<file path="src/rtl/multdiv_pkg.sv">
// multdiv_pkg: shared decode constants, rstatus codes and FSM encoding for the mul/div sequencer
package multdiv_pkg;
    localparam logic [4:0] OP_RTYPE    = 5'b00000;
    localparam logic [4:0] ALU_MUL     = 5'b00110;
    localparam logic [4:0] ALU_DIV     = 5'b00111;
    localparam logic [4:0] RSTATUS_REG = 5'd30;
    localparam logic [31:0] RSTATUS_ADD  = 32'd1;
    localparam logic [31:0] RSTATUS_ADDI = 32'd2;
    localparam logic [31:0] RSTATUS_SUB  = 32'd3;
    localparam logic [31:0] RSTATUS_MUL  = 32'd4;
    localparam logic [31:0] RSTATUS_DIV  = 32'd5;
    typedef enum logic [1:0] {IDLE, BUSY, WB} md_state_t;
    function automatic logic [31:0] md_status_code(input logic div);
        return div ? RSTATUS_DIV : RSTATUS_MUL;
    endfunction
endpackage

</file>
<file path="src/rtl/multdiv_ctrl_counter.sv">
// md_cycle_counter: BUSY cycle counter with terminal count at TIMEOUT-1
module md_cycle_counter #(
    parameter int TIMEOUT = 40,
    parameter int CNT_W   = 6
) (
    input  logic clock,
    input  logic reset,
    input  logic clear,
    input  logic enable,
    output logic tc
);
    logic [CNT_W-1:0] count;
    always_ff @(posedge clock) begin
        if (reset || clear)
            count <= '0;
        else if (enable)
            count <= count + 1'b1;
    end
    assign tc = count == CNT_W'(TIMEOUT - 1);
endmodule

</file>
<file path="src/rtl/multdiv_ctrl.sv">
// multdiv_ctrl: starts the iterative mul/div unit, stalls the pipe, and arbitrates the result or rstatus writeback
module multdiv_ctrl
    import multdiv_pkg::*;
#(
    parameter int TIMEOUT = 40,
    parameter int CNT_W   = 6
) (
    input  logic        clock,
    input  logic        reset,
    input  logic        issue_valid,
    input  logic [4:0]  opcode,
    input  logic [4:0]  aluopcode,
    input  logic [4:0]  rd,
    input  logic        md_resultRDY,
    input  logic        md_exception,
    input  logic [31:0] md_result,
    output logic        ctrl_MULT,
    output logic        ctrl_DIV,
    output logic        stall,
    output logic        wb_valid,
    output logic [4:0]  wb_reg,
    output logic [31:0] wb_data,
    input  logic        wb_ready,
    output logic        timeout_err
);
    md_state_t   state, state_nx;
    logic        is_mul, is_div, start, tc;
    logic        div_q, exc_q;
    logic [4:0]  rd_q;
    logic [31:0] res_q;

    assign is_mul = opcode == OP_RTYPE && aluopcode == ALU_MUL;
    assign is_div = opcode == OP_RTYPE && aluopcode == ALU_DIV;
    assign start  = state == IDLE && issue_valid && (is_mul || is_div);

    md_cycle_counter #(.TIMEOUT(TIMEOUT), .CNT_W(CNT_W)) u_cnt (
        .clock  (clock),
        .reset  (reset),
        .clear  (start),
        .enable (state == BUSY),
        .tc     (tc)
    );

    always_comb begin
        ctrl_MULT = start && is_mul;
        ctrl_DIV  = start && is_div;
        stall     = state != IDLE || start;
        wb_valid  = state == WB && (exc_q || rd_q != '0);
        wb_reg    = state == WB ? (exc_q ? RSTATUS_REG : rd_q) : '0;
        wb_data   = state == WB ? (exc_q ? md_status_code(div_q) : res_q) : '0;
        state_nx  = state == IDLE ? (start ? BUSY : IDLE) :
                    state == BUSY ? ((md_resultRDY || tc) ? WB : BUSY) :
                    (wb_valid && !wb_ready) ? WB : IDLE;
    end

    always_ff @(posedge clock) begin
        if (reset) begin
            state       <= IDLE;
            div_q       <= 1'b0;
            exc_q       <= 1'b0;
            rd_q        <= '0;
            res_q       <= '0;
            timeout_err <= 1'b0;
        end else begin
            state <= state_nx;
            if (start) begin
                div_q <= is_div;
                rd_q  <= rd;
            end
            // a result arriving in the terminal-count cycle takes priority over the timeout
            if (state == BUSY && md_resultRDY) begin
                res_q <= md_result;
                exc_q <= md_exception;
            end else if (state == BUSY && tc) begin
                exc_q       <= 1'b1;
                timeout_err <= 1'b1;
            end
        end
    end
endmodule

</file>
<file path="config.mk">
export PLATFORM = sky130hd
export DESIGN_NAME = multdiv_ctrl
export DESIGN_NICKNAME = d
export VERILOG_FILES = /design/src/rtl/multdiv_pkg.sv /design/src/rtl/multdiv_ctrl_counter.sv /design/src/rtl/multdiv_ctrl.sv
export SDC_FILE = /design/constraint.sdc
export NUM_CORES = 1
export LEC_CHECK = 0
export BUFFER_PORTS_ARGS = -buffer_cell sky130_fd_sc_hd__buf_4
export CAP_MARGIN = 30
export CORE_UTILIZATION = 43
export DETAILED_ROUTE_END_ITERATION = 16
export PLACE_DENSITY = 0.82
export SETUP_SLACK_MARGIN = 0.3
export SYNTH_ARGS = -nofsm -noshare
export SYNTH_HDL_FRONTEND = slang
export SYNTH_SLANG_ARGS = --single-unit
</file>
<file path="constraint.sdc">
create_clock -name clock -period 1.5 [get_ports clock]
set_input_delay 0.15 -clock clock [delete_from_list [all_inputs] [get_ports clock]]
set_output_delay 0.15 -clock clock [all_outputs]
set_load 0.01 [all_outputs]
</file>
# == Word level (Yosys, flattened, before mapping) ==
# Index checks and enable logic that the tools add are counted.
# op_classes
n_eq_ne,5
n_bitwise,1
addsub,1
n_reduce_logical,22
muxes,12
# ops
op,count
$mux W32,2
$eq A5 B3 Y1 const B,2
$logic_and A1 B1 Y1,10
$mux W5,2
$mux W2,4
$add A6 B1 Y6 const B,1
$eq A6 B6 Y1 const B,1
$logic_not A5 Y1,1
$logic_or A1 B1 Y1,5
$reduce_bool A5 Y1,1
$mux W1,4
$reduce_bool A2 Y1,2
$eq A2 B1 Y1 const B,1
$eq A2 B2 Y1 const B,1
$logic_not A2 Y1,1
$reduce_and A2 Y1,1
$logic_not A1 Y1,1
$not A1 Y1,1
# word_totals
output_inout_bits,42
input_bits,53
wordCells,48
register_bits,48

# == Logic depth before layout (Yosys ltp) ==
# Gate-level depths: netlist of the first run.
# depth
ltp_word,7
mapped_depth,6
mapped_depth_nobuf,4

# == Hierarchy ==
# From an unflattened synthesis of the first run, not the netlist that was laid out.
# hier_totals
cells_unflattened,277
area_unflattened_um2,2199.6
# by_module_without_submodules
module,area_per_inst_um2,instances,seq_area_each_um2,cells_per_inst
multdiv_ctrl,1938.1,1,840.8,249
md_cycle_counter,261.5,1,120.1,28

# == Worst setup path before layout of the first run ==
# No wires, ideal clock.
# synth_timing
path_type,reg2out
start,register state[0]
end,output port ctrl_MULT
arrival_ps,1347
setup_slack_ps,3
stages_incl_launch_ff,4
required_ps,1350
path_buffers,1
path_cell_list,dfxtp_1 > or4b_4 > buf_6 > nor4_1
# synth_via
elab_chain_len,4
# synth_lines
item,line,text
from (decl),multdiv_ctrl.sv:26,"md_state_t state, state_nx;"
from (signal assigned),multdiv_ctrl.sv:65,state <= state_nx;
$logic_not A2 Y1,multdiv_ctrl.sv:34,assign start = state == IDLE && issue_valid && (is_mul || is_div);
$logic_and A1 B1 Y1 (2 in series),multdiv_ctrl.sv:34,
$logic_and A1 B1 Y1,multdiv_ctrl.sv:45,ctrl_MULT = start && is_mul;
to (decl),multdiv_ctrl.sv:17,"output logic ctrl_MULT,"
# No other way between the ends.

# == Worst setup path after layout of the first run ==
# layout_timing
start,register state[0]
end,output port ctrl_DIV
# layout_via
elab_chain_len,4
# layout_lines
item,line,text
$logic_not A2 Y1,multdiv_ctrl.sv:34,
$logic_and A1 B1 Y1 (2 in series),multdiv_ctrl.sv:34,
$logic_and A1 B1 Y1,multdiv_ctrl.sv:46,ctrl_DIV = start && is_div;
to (decl),multdiv_ctrl.sv:18,"output logic ctrl_DIV,"
# No other way between the ends.

==> summary.txt, run 1 <==
Worst setup path
  • Worst path cell trace: buf_4 -> buf_6 -> buf_4 -> nor4b_4 -> nand4_1 -> inv_1 -> buf_6
  • Largest stage delay on the critical path: 0.34 ns
  • Data arrival, critical path: 1.64 ns
  • WP data required: 1.35 ns
  • Worst r2r src: state[0]
  • Worst Setup Path Type: flop to output pin
  • CP Launch Type: flop
  • Worst path top cell family by delay: buffers and inverters
  • R2r endpoint: u_cnt.count[5]
  • Buf/Inv on CP: 5
  • CP max-delay cell: dfxtp_2
  • Reg-to-reg setup timing slack: -0.25 ns
  • Maximum fanout along the worst path: 3
  • Crit end category: output pin
  • Reg2Reg Depth: 6

Placement
  • PortBufs: 94
  • Setup Slack @ Placement: -0.128 ns
  • Hpwl dp: 4100 microns
  • RD Place Congestion: 0.827

Status
  • Status: finished, violations left
  • Violated checks: negative setup slack

Power and ir drop
  • PD cells: 528 mW/mm^2
  • NetSw: 0.514 mW
  • Seq pwr share: 57.2%
  • Switching Share: 23.1%
  • Leak: 1.66 nW
  • Worst VDD drop: 0.468 mV
  • Internal Pwr Total: 1.71 mW
  • Power, Total: 2.22 mW
  • Logic gate share of total power: 9.7%
  • Clk pwr share: 33.0%

Drt
  • Total number of vias: 2,631
  • 1st-pass router iterations: 4
  • Total wire length: 8440 microns
  • Routed WL per cell: 17.6 microns
  • DR vias/cell: 5.49
  • DRC Markers: 0
  • Iteration-0 DRC count of the detailed router: 90
  • Post-route ant nets: 0

Yosys
  • Sequential area share after synthesis: 43.5%
  • Post-synth net total: 337
  • Synth cell types: 37
  • Post-synth top area share: 43.5%
  • Mapped Area: 0.00221 sq mm
  • Biggest area consumer among synthesized cells: dfxtp_1
  • Largest cells by area after synthesis: dfxtp_1 (43%), nand2_1 (11%), a21oi_1 (10%)
  • Cells after Synth: 283
  • Synth warn: 0
  • Register bit total from synthesis: 48
  • Post-Syn Area per Cell: 7.81 sq um

Timing
  • Max frequency: 559 MHz
  • Final hold violations: 0
  • Worst slew pin tran: 0.433 ns
  • Final Max Tran Viols: 0
  • Final hold slack: 0.0835 ns
  • Setup-failing EPs final: 54
  • Setup Skew: 0.00816 ns
  • Final Cycle Share: 119%
  • Setup TNS: -11.34 ns
  • RSZ-0062 raised after global routing: true
  • Max-Slew Margin vs Limit: 70.8%
  • Min cycle time layout: 1.79 ns
  • Setup ws final: -0.289 ns

Global routing
  • Largest net degree at the start of global routing: 25
  • Vias in the first global route: 2,461
  • Global route overflow: 0
  • First-pass GRT wire length: 11,300 microns
  • Total Routing Usage GR: 27.7%
  • Initial antenna violation count: 0

Hold path
  • Hold depth: 3
  • Worst-case hold path end point: res_q[21]
  • Hold crit path type: input pin to flop
  • HP Start: md_result[21]

Clock network
  • Clock Root Buffer: clkbuf_8
  • CTS tree: built
  • CTS Sinks: 48
  • Cts bufs inserted: 5
  • Clock latency on the worst-skew pair: 0.30 ns
  • H-tree depth: 2
  • Worst-path clk slew: 0.09 ns
  • Max clock buf depth: 2

Floorplan
  • Die area: 0.00543 sq mm
  • Die X: 73.7 microns
  • Initial core utilization: 45.6%
  • Core area: 0.00485 sq mm
  • Die height: 73.7 microns
  • I/O pin count: 95
  • Cell Rows: 25

Final layout
  • P&R area growth vs syn: 90.2%
  • Share of cells above drive strength 1: 65.3%
  • Nets@finish: 466
  • Inserted Diodes: 0

Job
  • MaxCap Viol Count: 0
registers in the layout, indices dropped and copies added (netlist names):
| name | flops |
|---|---|
| res_q | 32 |
| u_cnt.count | 6 |
| rd_q | 5 |
| state | 2 |
| div_q | 1 |
| exc_q | 1 |
| timeout_err | 1 |
logic make-up after synthesis:
family | synth area share [%]
and+or+nand+nor | 34.1
AOI/OAI and AO/OA | 15.5
DFF | 43.5
buffers and inverters | 5.09
xor gates and xnor gates | 0.792
muxes | 0.453
adders and majority gates | 0.566
worst reg2reg max path, delay by kind of cell (launching register included):
kind                   cells  cell delay, ns
buffers and inverters      3            0.48
AOI/OAI and AO/OA          2            0.23
DFF                        1            0.34
and+or+nand+nor            1            0.58
cells in the final DEF, fill, tap and decap left out, types with 6 or more instances in the layout:
master,instances
nand2_1,35
buf_12,7
dfxtp_1,43
nor2_4,7
nand2_2,28
buf_6,50
nor2_1,8
a21oi_1,20
and2_4,31
nand4_1,6
a21oi_2,23
buf_4,80
worst max path at each step:
stage	startpoint	to	slack, ns	cells past startpoint
2_1_floorplan	state[0]	u_cnt.count[1]	0.10	4
3_3_place_gp	opcode[1]	ctrl_MULT	-0.08	5
3_5_place_dp	opcode[1]	div_q	-0.13	5
4_1_cts	state[0]	ctrl_MULT	-0.26	3
5_1_grt	state[0]	ctrl_DIV	-0.35	7
6_report	state[0]	ctrl_DIV	-0.29	7
layout make-up:
type / count / area (sq um)
fill: 245 / 643
timing repair buffer: 144 / 1480
clock inverter: 1 / 5.00
inverter: 3 / 11.3
multi-input combinational: 210 / 1580
sequential: 48 / 970
tap: 67 / 83.8
clock buffer: 6 / 72.6
power groups by stage:
stage	logic [mW]	registers, mW	clock network (mW)
final	0.216	1.27	0.734
after global routing	0.228	1.27	0.791
after CTS	0.193	1.27	0.732
after detailed placement	0.171	1.30	0
after global placement	0.168	1.30	0
after floorplan	0.0493	1.30	0
per-stage QoR:
step / instance area [sq um] / cells / util, %
2_1_floorplan: 2390 / 283 / -
3_3_place_gp: 3170 / 438 / 65.3
3_5_place_dp: 3170 / 438 / 65.3
4_1_cts: 3930 / 471 / 81.0
5_1_grt: 4210 / 479 / 86.7
6_report: 4210 / 479 / 86.7
synthesized netlist by cell type, drive strengths merged:
library cell	instances
nor4	3
nor2b	2
nand4bb	1
nand2b	3
nand3b	3
or3	3
and3b	1
a22o	2
xnor2	2
o21ai	3
nor3	3
nor2	16
nand4	6
o21a	1
o31ai	7
and2	31
nor3b	1
inv	3
dfxtp	48
a21oi	44
a21o	1
ha	1
or4b	1
mux2i	1
a311oi	1
nand2	67
clkbuf	12
nor4b	1
nor4bb	2
or4	1
nand3	1
nand4b	1
buf	10
metal layers:
| metal | up-vias | routed length [microns] | GRT usage, % |
|---|---|---|---|
| met2 | 137 | 4550 | 50.4 |
| met1 | 1240 | 3090 | 31.8 |
| li1 | 1222 | - | - |
| met3 | 32 | 469 | 5.35 |
| met5 | - | 0 | 0 |
| met4 | 0 | 334 | 10.3 |
timing repair:
action                                  in CTS  in global routing
gates cloned                                 4                  2
resized for setup                          107                 47
hold buffers                                 0                  0
endpoints found under the setup margin      84                 89
pin swaps                                   33                 14
setup buffers                               22                  6
No activity file was read; power rests on OpenSTA's default activity.
==> run 2, diff against run 1 <==
Settings changed: CTS_BUF_LIST set to sky130_fd_sc_hd__clkbuf_4 sky130_fd_sc_hd__clkbuf_8 sky130_fd_sc_hd__clkbuf_16.
==> summary.txt, run 2 (synthesis gave the netlist of run 1 again) <==
Job
  • MaxCap Viol Count: 0 (unchanged)

Timing
  • Setup ws final: -0.296 ns (-0.00690 ns)
  • Min cycle time layout: 1.80 ns (+0.00690 ns)
  • Setup Skew: 0.00304 ns (-0.00512 ns)
  • Setup TNS: -10.70 ns (+0.644 ns)
  • Worst slew pin tran: 0.500 ns (+0.0671 ns)
  • Max-Slew Margin vs Limit: 66.2% (-4.5 points)
  • Final Max Tran Viols: 0 (unchanged)
  • RSZ-0062 raised after global routing: true
  • Setup-failing EPs final: 53 (-1.9%)
  • Final Cycle Share: 120% (+0.46 points)
  • Max frequency: 557 MHz (-0.38%)
  • Final hold violations: 0 (unchanged)

Worst setup path
  • Data arrival, critical path: 1.65 ns (about the same)
  • Crit-path most repeated cell: buf_12
  • WP data required: 1.35 ns (about the same)
  • CP max-delay cell: dfxtp_2
  • Worst path cell trace: buf_4 -> nand2b_4 -> nor2_4 -> buf_12 -> buf_12 -> buf_16 -> and2_4 -> buf_6
  • Buf/Inv on CP: 5 (unchanged)
  • Reg-to-reg setup timing slack: -0.24 ns (about the same)
  • Largest stage delay on the critical path: 0.34 ns (about the same)
  • Maximum fanout along the worst path: 7 (+4)
  • Crit end category: output pin
  • CP Launch Type: flop
  • Worst Setup Path Type: flop to output pin
  • Worst path top cell family by delay: buffers and inverters

Drt
  • DRC Markers: 0 (unchanged)
  • Routed WL per cell: 18.4 microns (+4.5%)
  • Post-route ant nets: 0 (unchanged)
  • 1st-pass router iterations: 4 (unchanged)
  • Total wire length: 8800 microns (+4.3%)
  • DR vias/cell: 5.46 (-0.59%)
  • Total number of vias: 2,610 (-0.80%)
  • Iteration-0 DRC count of the detailed router: 112 (+24%)

Floorplan
  • Die area: 0.00543 sq mm (unchanged)
  • I/O pin count: 95 (unchanged)
  • Core area: 0.00485 sq mm (unchanged)
  • Cell Rows: 25 (unchanged)
  • Die height: 73.7 microns (unchanged)
  • Die X: 73.7 microns (unchanged)
  • Initial core utilization: 45.6% (unchanged)

Final layout
  • P&R area growth vs syn: 89.3%
  • Commonest non-fill, non-tap cell in the layout: buf_4
  • Share of cells above drive strength 1: 65.0% (-0.33 points)
  • Inserted Diodes: 0 (unchanged)
  • Most flop-heavy register: res_q
  • Regs by FF count: res_q: 32 flops, u_cnt.count: 6 flops, rd_q: 5 flops
  • Nets@finish: 465 (-0.21%)
  • Largest register FFs: 32 (unchanged)
  • Most frequent cells in the layout: buf_4 (80), buf_6 (49), dfxtp_1 (43)

Power and ir drop
  • Power, Total: 2.24 mW (+0.97%)
  • Leak: 1.65 nW (-0.58%)
  • Worst VDD drop: 0.465 mV (-0.67%)
  • PD cells: 536 mW/mm^2 (+1.5%)

Global routing
  • Total Routing Usage GR: 28.0% (+0.37 points)
  • Largest net degree at the start of global routing: 25 (unchanged)
  • Global route overflow: 0 (unchanged)
  • Initial antenna violation count: 0 (unchanged)
  • First-pass GRT wire length: 11,500 microns (+2.0%)
  • Vias in the first global route: 2,440 (-0.85%)

Placement
  • Setup Slack @ Placement: -0.128 ns (unchanged)
  • RD Place Congestion: 0.827 (unchanged)
  • PortBufs: 94 (unchanged)
  • Hpwl dp: 4100 microns (unchanged)

Clock network
  • Cts bufs inserted: 5 (unchanged)
  • Clock latency on the worst-skew pair: 0.30 ns (about the same)
  • Clock Root Buffer: clkbuf_8
  • H-tree depth: 2 (unchanged)
  • Worst-path clk slew: 0.08 ns (about the same)
  • Max clock buf depth: 2 (unchanged)
  • CTS tree: built
  • CTS Sinks: 48 (unchanged)
  • # hold bufs at CTS: 0 (unchanged)

Hold path
  • Hold crit path type: input pin to flop

Status
  • Violated checks: negative setup slack
  • Status: finished, violations left
==> run 2: cell types whose count changed in the layout (fill, tap and decap cells not counted), sizes merged <==
cell  change
buf       -1
==> run 2: worst paths after layout <==
path,start,to,cells past startpoint
setup / recovery,state[0],wb_data[1],8
hold / removal,md_result[4],res_q[4],3
setup reg to reg,state[0],u_cnt.count[3],6
hold reg to reg,res_q[27],res_q[27],2
==> run 2: report_power, final <==
part	internal, mW	leakage (nW)	switching [mW]
registers	1.27	0.389	0.000377
logic	0.119	1.22	0.0965
clock network	0.336	0.0445	0.420
==> run 2: layer usage <==
metal | track usage, % | routed length (microns)
met2 | 49.1 | 4830
met3 | 4.80 | 414
met5 | 0 | 0
met4 | 10.3 | 101
met1 | 34.3 | 3450
==> run 2: final cells by class <==
type                    instances  area (sq um)
clock inverters                 1          5.00
inverters                       3          11.3
multi-input cells             210          1570
flip-flops and latches         48           970
well taps                      67          83.8
clock buffers                   6          76.3
fillers                       232           663
repair buffers                143          1470
==> run 2: through the flow <==
step           util (%)  hold WS, ns  cells  instance area [sq um]
6_report           86.3       0.0875    478                   4190
5_1_grt            86.3       0.0837    478                   4190
4_1_cts            81.1       0.0887    471                   3930
3_5_place_dp       65.3        0.408    438                   3170
3_3_place_gp       65.3        0.400    438                   3170
2_1_floorplan         -        0.286    283                   2390
==> run 2: worst min-delay path, stage by stage <==
cell     delay (ns)
buf_4          0.11
nand2_2        0.04
a21oi_1        0.04
==> run 2: timing repair <==
item,4_1_cts,5_1_grt
gates resized for setup,107,43
buffers inserted,22,5
cloned,4,2
endpoints found under the setup margin,84,89
pin swaps,33,8
